File: src/rtl/i2c_pkg.sv
// i2c_pkg: shared FSM encodings, default slave address and LED register indices.
package i2c_pkg;

    typedef enum logic [2:0] {
        S_IDLE,
        S_STARTED,
        S_PTR,
        S_HI,
        S_LO,
        S_IGNORE
    } state_t;

    localparam logic [6:0] DEFAULT_I2C_ADDRESS = 7'h21;

    localparam int LED_RED   = 0;
    localparam int LED_GREEN = 1;
    localparam int LED_BLUE  = 2;
    localparam int LED_WHITE = 3;

endpackage

File: src/rtl/i2c_reg_bank_shadow.sv
// i2c_reg_bank_shadow: staged word array and dirty mask awaiting commit at stop.
module i2c_reg_bank_shadow #(
    parameter int          NUM_REGS    = 4,
    parameter int          PTR_WIDTH   = 2,
    parameter logic [15:0] RESET_VALUE = 16'h0000
) (
    input  logic                     clk,
    input  logic                     rst_n,
    input  logic                     we_i,
    input  logic [PTR_WIDTH-1:0]     idx_i,
    input  logic [15:0]              data_i,
    input  logic                     commit_i,
    input  logic                     clear_i,
    output logic [16*NUM_REGS-1:0]   words_o,
    output logic [NUM_REGS-1:0]      dirty_o
);

    logic [15:0]         shadow_q [NUM_REGS];
    logic [NUM_REGS-1:0] dirty_q;

    always_ff @(posedge clk or negedge rst_n) begin
        if (!rst_n) begin
            for (int r = 0; r < NUM_REGS; r++) shadow_q[r] <= RESET_VALUE;
            dirty_q <= '0;
        end else begin
            if (we_i) begin
                shadow_q[idx_i] <= data_i;
                dirty_q[idx_i]  <= 1'b1;
            end
            if (commit_i || clear_i) dirty_q <= '0;
        end
    end

    for (genvar g = 0; g < NUM_REGS; g++) begin : g_words
        assign words_o[16*g +: 16] = shadow_q[g];
    end

    assign dirty_o = dirty_q;

endmodule

File: src/rtl/i2c_reg_bank.sv
// i2c_reg_bank: I2C byte-stream decoder writing 16-bit PWM duty registers,
// staged per transaction and committed atomically on stop.
module i2c_reg_bank
    import i2c_pkg::*;
#(
    parameter logic [6:0]  I2C_ADDRESS = DEFAULT_I2C_ADDRESS,
    parameter int          NUM_REGS    = 4,
    parameter int          PTR_WIDTH   = 2,
    parameter logic [15:0] RESET_VALUE = 16'h0000
) (
    input  logic                   clk,
    input  logic                   rst_n,
    input  logic                   start,
    input  logic                   stop,
    input  logic [7:0]             write_data,
    input  logic                   wr,
    output logic [16*NUM_REGS-1:0] regs_out,
    output logic                   update,
    output logic                   addressed
);

    state_t                 state_q;
    logic [PTR_WIDTH-1:0]   ptr_q;
    logic [7:0]             hi_q;
    logic [16*NUM_REGS-1:0] regs_q;
    logic                   update_q;
    logic                   addressed_q;
    logic                   sh_we;
    logic                   sh_commit;
    logic                   sh_clear;
    logic [16*NUM_REGS-1:0] staged;
    logic [NUM_REGS-1:0]    dirty;

    // start outranks stop, which outranks wr
    always_comb begin
        sh_we     = wr && !start && !stop && state_q == S_LO;
        sh_commit = stop && !start && state_q inside {S_PTR, S_HI, S_LO, S_IGNORE};
        sh_clear  = (start && state_q == S_IDLE) ||
                    (wr && !start && !stop && state_q == S_STARTED && write_data[7:1] != I2C_ADDRESS);
    end

    i2c_reg_bank_shadow #(
        .NUM_REGS    (NUM_REGS),
        .PTR_WIDTH   (PTR_WIDTH),
        .RESET_VALUE (RESET_VALUE)
    ) u_shadow (
        .clk      (clk),
        .rst_n    (rst_n),
        .we_i     (sh_we),
        .idx_i    (ptr_q),
        .data_i   ({hi_q, write_data}),
        .commit_i (sh_commit),
        .clear_i  (sh_clear),
        .words_o  (staged),
        .dirty_o  (dirty)
    );

    always_ff @(posedge clk or negedge rst_n) begin
        if (!rst_n) begin
            state_q     <= S_IDLE;
            ptr_q       <= '0;
            hi_q        <= '0;
            regs_q      <= {NUM_REGS{RESET_VALUE}};
            update_q    <= 1'b0;
            addressed_q <= 1'b0;
        end else begin
            for (int r = 0; r < NUM_REGS; r++)
                if (sh_commit && dirty[r]) regs_q[16*r +: 16] <= staged[16*r +: 16];
            update_q <= sh_commit && |dirty;
            if (start) begin
                state_q     <= S_STARTED;
                addressed_q <= 1'b0;
            end else if (stop) begin
                state_q     <= S_IDLE;
                addressed_q <= 1'b0;
            end else if (wr) begin
                case (state_q)
                    S_STARTED: begin
                        state_q     <= write_data[7:1] == I2C_ADDRESS ? S_PTR : S_IDLE;
                        addressed_q <= write_data[7:1] == I2C_ADDRESS;
                    end
                    S_PTR: begin
                        state_q <= write_data < 8'(NUM_REGS) ? S_HI : S_IGNORE;
                        ptr_q   <= write_data[PTR_WIDTH-1:0];
                    end
                    S_HI: begin
                        state_q <= S_LO;
                        hi_q    <= write_data;
                    end
                    S_LO: begin
                        state_q <= S_HI;
                        ptr_q   <= ptr_q == PTR_WIDTH'(NUM_REGS - 1) ? '0 : ptr_q + PTR_WIDTH'(1);
                    end
                    default: state_q <= state_q;
                endcase
            end
        end
    end

    assign regs_out  = regs_q;
    assign update    = update_q;
    assign addressed = addressed_q;

endmodule

File: config.mk
export PLATFORM = sky130hd
export DESIGN_NAME = i2c_reg_bank
export DESIGN_NICKNAME = d
export VERILOG_FILES = /design/src/rtl/i2c_pkg.sv /design/src/rtl/i2c_reg_bank_shadow.sv /design/src/rtl/i2c_reg_bank.sv
export SDC_FILE = /design/constraint.sdc
export NUM_CORES = 1
export LEC_CHECK = 0
export ABC_AREA = 1
export CAP_MARGIN = 20
export CORE_ASPECT_RATIO = 0.6
export CORE_UTILIZATION = 30
export DETAILED_ROUTE_END_ITERATION = 8
export GPL_TIMING_DRIVEN = 1
export PLACE_DENSITY_LB_ADDON = 0.15
export SLEW_MARGIN = 20
export SYNTH_ARGS = -nofsm -noshare
export SYNTH_HDL_FRONTEND = slang
export SYNTH_SLANG_ARGS = --single-unit
File: constraint.sdc
create_clock -name clk -period 3.24 [get_ports clk]
set_input_delay 0.972 -clock clk [delete_from_list [all_inputs] [get_ports clk]]
set_output_delay 0.972 -clock clk [all_outputs]
set_load 0.02 [all_outputs]
# Word-level counts from Yosys, hierarchy flattened
# Cells that the tools add are included.
# op_classes
reduce_logical,31
bitwise,4
n_addsub,1
n_lt_le_gt_ge,5
eq_ne,8
muxes,19
# op_table
op,count
bitwise mux 64 bit,1
demux 16 bit (select 2 bit),1
2-to-1 mux 16 bit,1
logical AND 1 bit,15
2-to-1 mux 3 bit,4
case mux 3 bit (4 select lines),1
less-than comparator 8 x 3 -> 1 bit (second input constant),1
2-to-1 mux 4 bit,2
AND reduction 4 bit,2
== test 7 x 6 -> 1 bit (second input constant),1
!= test 7 x 6 -> 1 bit (second input constant),1
== test 3 x 2 -> 1 bit (second input constant),2
== test 3 bit (second input constant),2
nonzero test 3 bit,2
nonzero test 6 bit,1
2-to-1 mux 1 bit,5
2-to-1 mux 2 bit,2
bitwise OR 4 bit,1
case mux 2 bit (2 select lines),1
AND reduction 2 bit,2
nonzero test 2 bit,2
nonzero test 4 bit,1
OR reduction 4 bit,1
== test 3 x 1 -> 1 bit (second input constant),1
other kinds (12),15
# word_totals
word_cells,82
ff_bits,147
input_bits,13

# Logic depth before layout (Yosys ltp)
# Gate-level depths: netlist of run 1.
# depth
ltp_word,8
ltp_mapped,9
ltp_nobuf,8

# By module
# From an unflattened synthesis of run 1, not the netlist that was laid out.
# unflattened
hier_cells,647
hier_area_um2,6195.9
# modules_own_cells
module,n_inst,seq_area_each_um2,area_per_inst_um2,cells_each
i2c_reg_bank,1,1976.9,3350.7,390
i2c_reg_bank_shadow,1,1701.6,2845.2,257

# Worst setup path before layout of run 1
# OpenSTA, ideal clock, no wires.
# synth_path
path_kind,input port to flip-flop
from,in start
to,reg u_shadow.shadow_q (netlist bit u_shadow.words_o[54])
setup_ns,0.128
n_path_buf,1
t_arrival_ns,1.906
cell_stages,7
slack_ns,1.206
cell_sequence,nor2_1 -> nand2_2 -> nor2_8 -> nand2_4 -> buf_4 -> nand2_1 -> o21ai_0
# synth_via
elab_chain_len,4
# synth_lines
element,line_no,rtl
start: declaration,i2c_reg_bank.sv:13,"input logic start,"
zero test 1 bit,i2c_reg_bank.sv:36,sh_we = wr && !start && !stop && state_q == S_LO;
logical AND 1 bit (3 in series),i2c_reg_bank.sv:36,
end signal: indexed assignment,i2c_reg_bank_shadow.sv:27,shadow_q[idx_i] <= data_i;
end: declaration,i2c_reg_bank_shadow.sv:18,logic [15:0] shadow_q [NUM_REGS];
# No other way between the ends.
# A chain may end at the register's enable or synchronous reset.

# Worst setup path in the final report of run 1
# layout_path
from,reg regs_q[43] (netlist: regs_out[43])
to,out regs_out[43]
# layout_rtl
element,line_no,rtl
start: declaration,i2c_reg_bank.sv:25,logic [16*NUM_REGS-1:0] regs_q;
start signal: assignment,i2c_reg_bank.sv:63,regs_q <= {NUM_REGS{RESET_VALUE}};
start signal: indexed assignment,i2c_reg_bank.sv:68,if (sh_commit && dirty[r]) regs_q[16*r +: 16] <= staged[16*r +: 16];
end: declaration,i2c_reg_bank.sv:17,"output logic [16*NUM_REGS-1:0] regs_out,"
# No word-level cell between the ends.

==> metrics, run 1 <==
Setup Skew=10.5 ps; largest net degree at the start of global routing=65; post-synth top area cell=dfrtp_1; final RePlAce weighted congestion=0.839; Pwr Density=515 nW/um^2; CP endpoint kind=output port; worst vdd ir=0.339 mV; cell total after placement=947; critical path arrival=1410 ps; Yosys warning total=0; Multi-input gate area=1940 sq um; syn_nets=642; Clock transition at path regs=60 ps; Slew @ Worst Pin=639 ps; vias in the first global route=4385; max_slew headroom=57.4%; Avg Cell Area, Syn=9.49 sq um; Max H-tree Level=4; Yosys cell types=25; CP cell instances=clkdlybuf4s50_1; Post-CTS Setup Bufs=0; Critical Path Max Stage Delay=620 ps; Mapped Cells=625; slowest stage cell on the critical path=clkdlybuf4s50_1; DR DRC count=0; CTS tree=done; final hold slack=480 ps; critical path depth=1; core area=19200 sq um; effective utilization at floorplan=30.9%; Nets=717; post-synthesis sequential area ratio=62.0%; Routed Antenna Nets=0; Max-cap violations=0; I/O pin count=79; share of cells above drive strength 1=8.27%; overall routing resource usage=15.8%; status=finished clean; Lkg Pwr=0.00366 uW; chip height=111 microns; drt initial violations=399; Resized Gates After CTS=0; R2R depth=7; Setup TNS=0 ps; fillers=1904; Die Area=20400 sq um; Die X-Extent=184 microns; Slew Viols, Final=0; Final setup viols=0; wire per inst=15.3 microns; mapped cell area=5930 sq um; CP delay by family, top=buffers and inverters; Synth top area share=62.0%; initial antenna violation count=0; Remaining Overflow, GRT=0; drt total wl=15.0 mm; final hold vios=0; Buf/Inv on CP=1; min Tclk post-route=2380 ps; hold_buf cts=0; Non-Filler Instances=979; post-detail-place hpwl=10.1 mm; Area contributors post-synth=dfrtp_1 62%, nand2_1 14%, o21ai_0 9.1%, o21ai_1 3.0%, inv_1 1.8%; Root Buffer Master=clkbuf_16; Req. time, crit path=2270 ps; Critical Path Source Type=flop; Max Clock Freq=0.420 GHz; # port buffers=78; Clock Latency Late Sink=420 ps; first-pass GRT wire length=24.6 mm; Clock Sinks=147; CTS Buf Count=17; worst hold stages=2; antenna fix cells=0; worst min path class=reg -> reg; RSZ-0062 raised after global routing=no; Final Cycle Share=73.4%; Area growth, synth to finish=25.9%; vias=4462; area occupied by registers=3680 sq um; Seq cells post-synth=147; WS Path Type=reg -> out; Via density=4.56; largest fanout on the critical path=2; row count=39; Max Root-Sink Buffers=2; drt pass-1 iters=5
## worst reg2reg max path, stage by stage, from the launching register on
cell,delay [ps]
dfrtp_1,470
inv_2,190
nand2_2,80
nand2_2,80
nand2_4,220
nor2_4,410
nand2_1,170
nand2_1,100
## final timing paths
kind                                                  start  slack (ps)                          endpoint
setup / recovery                   regs_out[43]$_DFFE_PN0P_         860                      regs_out[43]
hold / removal             u_shadow.words_o[60]$_DFFE_PN0P_         480          regs_out[60]$_DFFE_PN0P_
setup reg to reg                     state_q[2]$_DFFE_PN0P_        1460          regs_out[16]$_DFFE_PN0P_
hold reg to reg            u_shadow.words_o[60]$_DFFE_PN0P_         480          regs_out[60]$_DFFE_PN0P_
max in group asynchronous                             rst_n        1920  u_shadow.words_o[27]$_DFFE_PN0P_
min in group asynchronous                             rst_n         530          regs_out[51]$_DFFE_PN0P_
## per-layer routing
layer  global-route usage (%)  up-vias  share of wire (%)
met3                     3.29       24                5.0
met2                     22.6      127                 42
met5                        0        -                  0
met4                     4.67        0                1.1
li1                         -     2174                  -
met1                     23.8     2137                 52
## per-stage QoR
| stage | cell area [sq um] | worst slack, ps | power (uW) | util [%] |
|---|---|---|---|---|
| 5_1_grt | 7460 | 777 | 3980 | 38.9 |
| 6_report | 7460 | 862 | 3840 | 38.9 |
| 3_5_place_dp | 6890 | 537 | 1980 | 35.9 |
| 2_1_floorplan | 5930 | 1210 | 1900 | - |
| 4_1_cts | 7460 | 828 | 3890 | 38.9 |
| 3_3_place_gp | 6890 | 555 | 1980 | 35.9 |
## cells by family (layout without fill, tap and decap cells)
kind of cell | after synthesis | count (layout) | synth area share, %
AO/OA/AOI/OAI | 150 | 150 | 12.7
adder cells (fa/ha/maj) | 4 | 4 | 0.844
buffers and inverters | 59 | 147 | 5.34
flip-flops | 147 | 147 | 62.0
AND/OR/NAND/NOR | 265 | 265 | 19.1
## power breakdown
group | internal (uW) | total [uW] | switching [uW] | leakage, uW
Sequential | 1840 | 1840 | 4.08 | 0.00205
Combinational | 24.3 | 98.1 | 73.8 | 0.00134
Clock | 1120 | 1900 | 789 | 0.000266
## sequential cells by signal, indices dropped and copies added, names as in the netlist
signal and cells:
state_q 3, addressed 1, update 1, regs_out 64
hi_q 8, ptr_q 2, u_shadow.words_o 64, u_shadow.dirty_o 4
## layout make-up
class,count,share of cell area (%)
Sequential cell,147,49.3
Clock buffer,20,6.25
Multi-Input combinational cell,419,25.9
Inverter,31,1.56
Clock inverter,12,1.44
Timing Repair Buffer,84,11.1
Tap cell,266,4.46
## Yosys cell counts
master	count
nand2_1	223
dfrtp_1	147
o21ai_0	108
o21ai_1	36
inv_1	28
nor2_1	14
nand3_1	9
buf_6	8
buf_4	7
buf_2	6
clkbuf_1	6
nand2_4	6
a21oi_1	5
ha_1	4
nor2_4	4
inv_2	3
nand2_2	3
a41oi_1	1
clkbuf_2	1
nand4_1	1
nand4_4	1
nor2_2	1
nor2_8	1
nor3_1	1
or2_2	1
## layout by cell type, fill, tap and decap left out, types with 2 or more instances in the layout
cell             netlist  layout
nor2_4                 4       4
nand2_2                3       3
a21oi_1                5       5
clkdlybuf4s50_1        0      77
clkinvlp_4             0       6
o21ai_1               36      36
inv_2                  3       3
nand3_1                9       9
nor2_1                14      14
clkbuf_16              0      17
inv_1                 28      28
clkbuf_8               0       3
nand2_1              223     223
dfrtp_1              147     147
clkinv_2               0       3
buf_4                  7       6
clkinv_4               0       2
ha_1                   4       4
o21ai_0              108     108
nand2_4                6       6
Note: power is estimated with default switching activity, not from simulation.
==> run 2, diff against run 1 <==
==> constraint.sdc (replaced) <==
create_clock -name clk -period 2.4 [get_ports clk]
set_input_delay 0.72 -clock clk [delete_from_list [all_inputs] [get_ports clk]]
set_output_delay 0.72 -clock clk [all_outputs]
set_load 0.02 [all_outputs]
==> run 2 against run 1 <==
- non-clock buffer count rose by 9
- core utilization grew 0.50 points
- worst hold slack got worse by 270 ps
- final cell count is 0.61% higher
- combinational power rose by 51%
- sequential power increased by 35%
- critical path type unchanged
- largest cell class unchanged
- largest power group unchanged
==> metrics, run 2 (synthesis results as in run 1) <==
status=finished clean; final RePlAce weighted congestion=0.882 (+5.1%); fillers=1920 (+0.84%); Slew Viols, Final=0 (unchanged); Setup Skew=10.8 ps (+0.337 ps); Root Buffer Master=clkbuf_16; worst vdd ir=0.526 mV (+55%); vias=4474 (+0.27%); share of cells above drive strength 1=9.04% (+0.77 points); Clock transition at path regs=60 ps (about the same); Max Clock Freq=0.476 GHz; effective utilization at floorplan=30.9% (unchanged); Max-cap violations=0 (unchanged); CTS Buf Count=17 (unchanged); slowest stage cell on the critical path=clkdlybuf4s50_1; critical path arrival=1380 ps (-30 ps); Routed Antenna Nets=0 (unchanged); final hold vios=0 (unchanged); Lkg Pwr=0.00373 uW (+1.9%); Req. time, crit path=1680 ps (-590 ps); DR DRC count=0 (unchanged); Post-CTS Setup Bufs=0 (unchanged); first-pass GRT wire length=25.0 mm (+1.8%); CP cell instances=clkdlybuf4s50_1; Design Power=5280 uW (+37%); Critical Path Source Type=flop; largest fanout on the critical path=2 (unchanged); min Tclk post-route=2100 ps; I/O pin count=79 (unchanged); drt initial violations=244 (-39%); Setup TNS=0 ps (unchanged); Max Root-Sink Buffers=2 (unchanged); Multi-input gate area=1940 sq um (unchanged); Slew @ Worst Pin=614 ps (-25.3 ps); Area growth, synth to finish=27.5%; most common cell after layout, fill and taps aside=nand2_1; chip height=111 microns (unchanged); pre-CTS WS=23.5 ps (-513 ps); Buf/Inv on CP=1 (unchanged); Clock Sinks=147 (unchanged); overall routing resource usage=16.1% (+0.34 points); WS Path Type=reg -> out; RSZ-0062 raised after global routing=no; Via density=4.54 (-0.34%); Resized Gates After CTS=0 (unchanged); CP delay by family, top=buffers and inverters; PnR worst setup slack=298 ps (-564 ps); Final Cycle Share=87.6%; row count=39 (unchanged); CP endpoint kind=output port; Pwr Density=698 nW/um^2 (+36%); Die X-Extent=184 microns (unchanged); Remaining Overflow, GRT=0 (unchanged); core area=19200 sq um (unchanged); post-detail-place hpwl=10.5 mm (+3.5%); antenna fix cells=0 (unchanged); Nets=726 (+1.3%); Critical Path Max Stage Delay=610 ps (about the same); hold_buf cts=0 (unchanged); Max H-tree Level=4 (unchanged); vias in the first global route=4507 (+2.8%); largest net degree at the start of global routing=45 (-31%); drt pass-1 iters=4 (-1); wire per inst=15.5 microns (+1.1%); CTS tree=done; Final setup viols=0 (unchanged); commonest non-fill, non-tap cells in the layout=223 x nand2_1, 147 x dfrtp_1, 108 x o21ai_0; Clock Latency Late Sink=410 ps (about the same); # port buffers=78 (unchanged); initial antenna violation count=0 (unchanged); max_slew headroom=59.0% (+1.6 points); Die Area=20400 sq um (unchanged); worst min path class=in -> async; drt total wl=15.3 mm (+1.7%); area occupied by registers=3680 sq um (unchanged)
run 2: cell count changes in the layout (fill, tap and decap cells not counted), sizes merged:
cell      delta
clkinvlp     -4
buf          +9
clkbuf       -2
clkinv       +1
bufinv       +2
run 2: worst paths after layout:
path	endpoint	cells after the start	slack, ps	start
max in group asynchronous	regs_out[0]$_DFFE_PN0P_	2	1450	rst_n
setup / recovery	regs_out[37]	1	300	regs_out[37]$_DFFE_PN0P_
setup reg to reg	u_shadow.dirty_o[2]$_DFFE_PN0P_	9	680	state_q[2]$_DFFE_PN0P_
hold / removal	u_shadow.words_o[50]$_DFFE_PN0P_	1	210	rst_n
min in group clk	regs_out[31]$_DFFE_PN0P_	2	480	u_shadow.words_o[31]$_DFFE_PN0P_
hold reg to reg	regs_out[31]$_DFFE_PN0P_	2	480	u_shadow.words_o[31]$_DFFE_PN0P_
run 2: cell type report:
class	count	area share (%)
Multi-Input combinational cell	419	25.6
Clock inverter	11	1.84
Sequential cell	147	48.7
Inverter	31	1.54
Timing Repair Buffer	93	12.2
Tap cell	266	4.40
Clock buffer	18	5.81
run 2: through the flow:
step	instances	util (%)	hold WS [ps]	cell area, sq um
final	985	39.4	212	7560
after global routing	985	39.4	218	7560
after CTS	985	39.4	207	7560
after detailed placement	956	36.4	468	6980
after global placement	956	36.4	467	6980
after floorplan	625	-	424	5930
run 2: power breakdown:
part	total (uW)	switching [uW]	internal, uW
Sequential	2490	5.35	2480
Clock	2640	1010	1640
Combinational	148	105	42.7
Total	5280	1120	4160
run 2: layer usage:
layer | wire length (microns) | global-route usage [%]
met1 | 8030 | 24.0
met2 | 6390 | 23.0
met3 | 711 | 4.20
met4 | 138 | 4.28
met5 | 0 | 0
==> run 3, diff against run 2 <==
--- a/config.mk
+++ b/config.mk
@@ -11,6 +11,7 @@
 export CORE_UTILIZATION = 30
 export DETAILED_ROUTE_END_ITERATION = 8
 export GPL_TIMING_DRIVEN = 1
+export HOLD_SLACK_MARGIN = 0.02
 export PLACE_DENSITY_LB_ADDON = 0.15
 export SLEW_MARGIN = 20
 export SYNTH_ARGS = -nofsm -noshare
==> results of run 3 <==
No change in the layout: final DEF, timing and power equal those of run 2.
